===== src/rtl/shift_ctrl_pkg.sv =====
// Shared types and constants for the shift request scheduler and its arbiter.
package shift_ctrl_pkg;

  localparam int unsigned MaxStep     = 7;
  localparam int unsigned SelW        = 3;
  localparam int unsigned AmtWDefault = 4;
  localparam int unsigned IdW         = 1;

  typedef enum logic [1:0] {
    StIdle,
    StShift,
    StResp
  } state_e;

endpackage


===== src/rtl/rr_arb2.sv =====
// Two-input round-robin arbiter; ptr_q=0 favours req[0] on contention.
module rr_arb2 (
  input  logic       clk,
  input  logic       rst_n,
  input  logic [1:0] req,
  input  logic       accept,
  output logic [1:0] gnt
);

  logic ptr_q, ptr_d;

  always_comb begin
    gnt = req;
    if (req == 2'b11) begin
      gnt = ptr_q ? 2'b10 : 2'b01;
    end
  end

  // After a grant, favour whichever requester was not served.
  always_comb begin
    ptr_d = ptr_q;
    if (accept) begin
      ptr_d = gnt[0];
    end
  end

  always_ff @(posedge clk or negedge rst_n) begin
    if (!rst_n) begin
      ptr_q <= 1'b0;
    end else begin
      ptr_q <= ptr_d;
    end
  end

endmodule


===== src/rtl/shift_req_scheduler.sv =====
// Shares one 8-bit left shifter between two requesters, splitting large shifts
// into registered passes of at most MaxStep and returning tagged responses.
module shift_req_scheduler
  import shift_ctrl_pkg::*;
#(
  parameter int unsigned AMT_W = AmtWDefault
) (
  input  logic             clk,
  input  logic             rst_n,
  input  logic             req0_valid,
  output logic             req0_ready,
  input  logic [7:0]       req0_data,
  input  logic [AMT_W-1:0] req0_amt,
  input  logic             req1_valid,
  output logic             req1_ready,
  input  logic [7:0]       req1_data,
  input  logic [AMT_W-1:0] req1_amt,
  output logic             rsp_valid,
  input  logic             rsp_ready,
  output logic [7:0]       rsp_data,
  output logic             rsp_id,
  output logic             busy,
  output logic [7:0]       sh_a,
  output logic             sh_s2,
  output logic             sh_s1,
  output logic             sh_s0,
  input  logic [7:0]       sh_o
);

  state_e             state_q, state_d;
  logic [7:0]         work_q, work_d;
  logic [AMT_W-1:0]   rem_q, rem_d, rem_nxt;
  logic [IdW-1:0]     id_q, id_d;
  logic [1:0]         arb_req, gnt;
  logic               accept;
  logic [SelW-1:0]    step, sel;

  assign arb_req = {req1_valid, req0_valid} & {2{state_q == StIdle}};
  assign accept  = |gnt;

  rr_arb2 u_arb (
    .clk    (clk),
    .rst_n  (rst_n),
    .req    (arb_req),
    .accept (accept),
    .gnt    (gnt)
  );

  assign req0_ready = gnt[0];
  assign req1_ready = gnt[1];

  always_comb begin
    if (rem_q >= AMT_W'(MaxStep)) begin
      step = SelW'(MaxStep);
    end else begin
      step = rem_q[SelW-1:0];
    end
  end

  assign rem_nxt = rem_q - AMT_W'(step);

  always_comb begin
    state_d = state_q;
    work_d  = work_q;
    rem_d   = rem_q;
    id_d    = id_q;
    unique case (state_q)
      StIdle: begin
        if (accept) begin
          work_d  = gnt[1] ? req1_data : req0_data;
          rem_d   = gnt[1] ? req1_amt : req0_amt;
          id_d    = gnt[1];
          state_d = StShift;
        end
      end
      StShift: begin
        // Amount 0 still takes one pass, so the exit test uses the updated rem.
        work_d = sh_o;
        rem_d  = rem_nxt;
        if (rem_nxt == '0) begin
          state_d = StResp;
        end
      end
      StResp: begin
        if (rsp_ready) begin
          state_d = StIdle;
        end
      end
      default: state_d = StIdle;
    endcase
  end

  always_ff @(posedge clk or negedge rst_n) begin
    if (!rst_n) begin
      state_q <= StIdle;
      work_q  <= '0;
      rem_q   <= '0;
      id_q    <= '0;
    end else begin
      state_q <= state_d;
      work_q  <= work_d;
      rem_q   <= rem_d;
      id_q    <= id_d;
    end
  end

  assign sel       = (state_q == StShift) ? step : '0;
  assign sh_a      = (state_q == StShift) ? work_q : 8'h00;
  assign {sh_s2, sh_s1, sh_s0} = sel;
  assign rsp_valid = (state_q == StResp);
  assign rsp_data  = (state_q == StResp) ? work_q : 8'h00;
  assign rsp_id    = (state_q == StResp) ? id_q[0] : 1'b0;
  assign busy      = (state_q != StIdle);

endmodule


===== config.mk =====
export PLATFORM = sky130hd
export DESIGN_NAME = shift_req_scheduler
export DESIGN_NICKNAME = d
export VERILOG_FILES = /design/src/rtl/shift_ctrl_pkg.sv /design/src/rtl/rr_arb2.sv /design/src/rtl/shift_req_scheduler.sv
export SDC_FILE = /design/constraint.sdc
export NUM_CORES = 1
export LEC_CHECK = 0
export ABC_AREA = 0
export BUFFER_PORTS_ARGS = -buffer_cell sky130_fd_sc_hd__buf_2
export CAP_MARGIN = 10
export CORE_MARGIN = 3
export CORE_UTILIZATION = 46
export CTS_BUF_LIST = sky130_fd_sc_hd__clkbuf_8 sky130_fd_sc_hd__clkbuf_16
export CTS_CLUSTER_SIZE = 30
export DETAILED_ROUTE_END_ITERATION = 16
export GPL_TIMING_DRIVEN = 0
export HOLD_SLACK_MARGIN = 0.1
export PLACE_DENSITY_LB_ADDON = 0.12
export SYNTH_ARGS = -nofsm -noshare
export SYNTH_HDL_FRONTEND = slang
export SYNTH_SLANG_ARGS = --single-unit

===== constraint.sdc =====
create_clock -name clk -period 3.05 [get_ports clk]
set_clock_uncertainty 0.05 [all_clocks]
set_input_delay 0.305 -clock clk [delete_from_list [all_inputs] [get_ports clk]]
set_output_delay 0.305 -clock clk [all_outputs]
set_load 0.02 [all_outputs]

# Word level (Yosys, flattened, before mapping)
# Index checks and enable logic that the tools add are counted.
# word_totals
input_bits	37
output_inout_bits	24
elab_cells	39
register_bits	16
# classes
bitwise_logic	1
magnitude_cmp	1
mux	17
add_sub_neg	1
reduce_logical	8
eq_ne	6
# ops
operator	n
8-bit 2-to-1 mux	4
8-bit one-hot mux with 2 select lines	1
2-bit 2-to-1 mux	5
4-bit 2-to-1 mux	2
4-bit one-hot mux with 2 select lines	1
3-bit 2-to-1 mux	2
2-bit one-hot mux with 3 select lines	1
2-bit == test, second input constant	2
4-bit by 3-bit >= comparator with 1-bit output, second input constant	1
4-bit logical NOT	1
2-bit inequality test, second input constant	2
2-bit AND reduction	2
2-bit nonzero test	2
4-bit by 3-bit subtractor with 4-bit output	1
3-bit AND reduction	1
2-bit bitwise AND	1
2-bit by 1-bit == test with 1-bit output, second input constant	1
2-bit logical NOT	1
2-bit by 1-bit inequality test with 1-bit output, second input constant	1
2-bit OR reduction	1
1-bit 2-to-1 mux	1

# Logic depth before layout (Yosys ltp)
# depth
word_depth	7
mapped_depth	6
mapped_depth_nobuf	5

# Modules after synthesis
# From an unflattened synthesis, not the netlist that was laid out.
# unflattened
hier_cells	135
area_unflattened_um2	1167.4
# modules_own_cells
module	instances	seq_area_each_um2	area_per_inst_um2	cells_per_inst
shift_req_scheduler	1	375.4	1104.8	130
rr_arb2	1	25.0	62.6	5

# Least setup slack after synthesis
# Ideal clock, no wire load.
# synth_path
path_kind	flip-flop to output port
startpoint	register state_q[0]
endpoint	output port rsp_data[0]
path_stages_with_launch	4
t_required_ns	2.695
t_arrival_ns	1.237
slack_ns	1.458
path_buffers	1
path_cell_list	dfrtp_1 -> and2b_1 -> clkbuf_1 -> and2_1
# synth_via
elab_chain_len	2
# synth_lines
element	line	source
start, declared	shift_req_scheduler.sv:30	state_e state_q, state_d;
start signal, assigned	shift_req_scheduler.sv:95	state_q <= StIdle;
start signal, assigned	shift_req_scheduler.sv:100	state_q <= state_d;
2-bit == test	-	
named net rsp_valid	shift_req_scheduler.sv:18	output logic rsp_valid,
8-bit 2-to-1 mux	shift_req_scheduler.sv:111	assign rsp_data = (state_q == StResp) ? work_q : 8'h00;
end, declared	shift_req_scheduler.sv:20	output logic [7:0] rsp_data,
# The timed path passes the listed nets, and every way through them passes these cells.

# Final worst setup path
# layout_path
startpoint	register state_q[0]
endpoint	output port sh_a[0]
# layout_via
elab_chain_len	2
# layout_lines
element	line	source
2-bit by 1-bit == test with 1-bit output	shift_req_scheduler.sv:108	assign sh_a = (state_q == StShift) ? work_q : 8'h00;
8-bit 2-to-1 mux	shift_req_scheduler.sv:108	
end, declared	shift_req_scheduler.sv:23	output logic [7:0] sh_a,
# No other way between the ends.

==> summary.txt <==
Status - completed
Worst setup margin - 0.993 ns
Synthesized instance count - 126
Vias - 1171
I/O Buffers - 60
Max Clk Rate - 486 MHz
Layout area overhead - 39.3%
Total CTS buffers - 3
Finished Cell Area - 1420 µm²
Multi-input gate area - 571 µm²
Synth Flop Type - dfrtp_1
DR iter-0 viols - 36
Final nets - 230
Initial antenna violation count - 0
GRT Residual Overflow - 0
Routed wire length - 3060 µm
Die Y - 53.0 µm
DIE AREA - 2810 µm²
Fin crit period - 2.06 ns
Final worst-path cycle share - 67.4%
CP max-delay cell - nor2_1
Most common cell after layout, fill and taps aside - buf_2
CP Launch Type - flip-flop
Placement Rows - 16
Crit path cell chain - inv_1 -> nor2_1 -> and2_1 -> buf_2
Mean post-synth cell area - 8.06 µm²
Io pins - 61
Drc violations - 0
Clock transition at path regs - 0.07 ns
Synth unique cells - 27
Die W - 53.0 µm
Routed WL per cell - 14.0 µm
Synthesized flop and latch total - 16
Post-Syn Nets - 164
Share of cells above drive strength 1 - 38.2%
Filler cells - 165
DPL Wire Length - 2290 µm
Largest net degree at the start of global routing - 17
P_leak - 0.000745 µW
Min-delay worst type - input port to flip-flop
Total track usage - 23.0%
Pwr per Cell Area - 1050 nW/µm²
Sequential share of the synthesized area - 39.4%
RSZ-0062 raised after global routing - no
Worst VDD drop - 0.651 mV
Setup CP Type - flip-flop to primary output
Top routing layer used - met4
Final hold violations - 0
Final setup vio count - 0
Worst hold margin - 0.252 ns
Core area - 2020 µm²
Final ANT Viol Nets - 0
Most frequent cells in the layout - buf_2 (63), nand2_1 (24), and2_1 (18)
Ys Warns - 0
Routability Congestion - 0.753
Worst EP arrival - 1.70 ns
Asr flop ratio synth - 100%
Actual slew at the worst max-slew pin - 0.648 ns
Max-slew violations - 0
# clock sinks - 16
Register area - 400 µm²
Antenna cells - 0
Vias in the first global route - 1068
CTS max path bufs - 2
Setup bufs post-CTS - 0
Root Buffer - clkbuf_8
Initial cell density of the core - 50.2%
Setup crit end kind - primary output
Routed met1 length - 1220 µm
Setup WS pre-CTS - 1.29 ns
Setup TNS - 0 ns
Critical Path Fanout Max - 10
Max-cap viol count - 0
Met3 WL post-DR - 218 µm
First-pass GRT wire length - 4600 µm
# H-tree levels - 1
Post-Syn Area - 1020 µm²
WP buf/inv - 2
Slowest stage delay, CP - 0.52 ns
Initial DRT Pass Iterations - 4
Met2 routed WL - 1550 µm
Post-synth EDFFs - 0
Relative slew slack - 56.7%
Top delay family on crit path - simple AND/OR/NAND/NOR gates
CP required - 2.69 ns
Clock Latency Late Sink - 0.25 ns
Vias/cell - 5.37
Placed Area - 1350 µm²
CTS tree - yes
[registers in the layout, indices dropped and copies added (netlist names)]
name	cells
rem_q	4
id_q	1
work_q	8
state_q	2
u_arb.ptr_q	1
[metrics by stage]
step / instances / utilization [%] / total power [µW]
2_1_floorplan: 126 / - / 1020
3_3_place_gp: 213 / 66.8 / 1270
3_5_place_dp: 213 / 66.8 / 1300
4_1_cts: 218 / 70.0 / 1500
5_1_grt: 218 / 70.0 / 1620
6_report: 218 / 70.0 / 1490
[what timing repair did]
item                                   4_1_cts  5_1_grt
resized for setup                            0        0
endpoints found under the hold margin       16        0
hold buffers                                 1        0
[Yosys cell counts (all sizes together), types with 2 or more instances]
cell type / n / area share (%)
a21oi: 2 / 0.99
o22ai: 9 / 5.5
a31oi: 12 / 7.4
and2: 18 / 11
buf: 5 / 3.3
nand2b: 5 / 3.1
inv: 2 / 0.74
dfrtp: 16 / 39
nand2: 24 / 8.9
o21ai: 2 / 0.99
o221ai: 3 / 2.6
nand3: 2 / 0.99
nor2: 15 / 6.0
[area by class of cell]
cell class	instances	area share, %
buffer	6	2.65
clock buffer	4	3.89
sequential	16	28.3
multi-input combinational	102	40.3
timing repair buffer	61	21.9
tap	27	2.39
inverter	2	0.531
[path summary, 6_finish.rpt]
| check | startpoint | end | slack, ns | cells past startpoint |
|---|---|---|---|---|
| setup / recovery | state_q[0] | sh_a[0] | 0.99 | 4 |
| hold / removal | req0_amt[1] | rem_q[1] | 0.25 | 3 |
| setup reg to reg | state_q[1] | work_q[5] | 1.44 | 4 |
| hold reg to reg | id_q | id_q | 0.44 | 1 |
| max in group asynchronous | rst_n | work_q[5] | 2.23 | 2 |
| min in group asynchronous | rst_n | rem_q[2] | 0.44 | 2 |
[routing by layer]
layer	vias to the layer above	GRT usage, %
li1	573	-
met1	537	26.0
met2	54	40.1
met3	7	2.82
met4	0	15.3
met5	-	0
[worst reg2reg max path, cell delays in order, from the launching register on]
cell,delay (ns)
dfrtp_1,0.46
nor2_1,0.29
inv_1,0.14
nor2_2,0.35
a31oi_1,0.17
[kinds of logic after synthesis]
logic type      after synthesis  synth area share, %
buf+inv                       8                 4.43
mux                           1                0.985
flops                        16                 39.4
simple gates                 69                 33.9
compound gates               31                 20.1
fa+ha+maj                     1                 1.23
[where the power goes]
group	switching [µW]	internal [µW]
clock	75.1	115
sequential	88.3	321
combinational	544	349
total	707	784
Power figures use the tool's default switching activity.
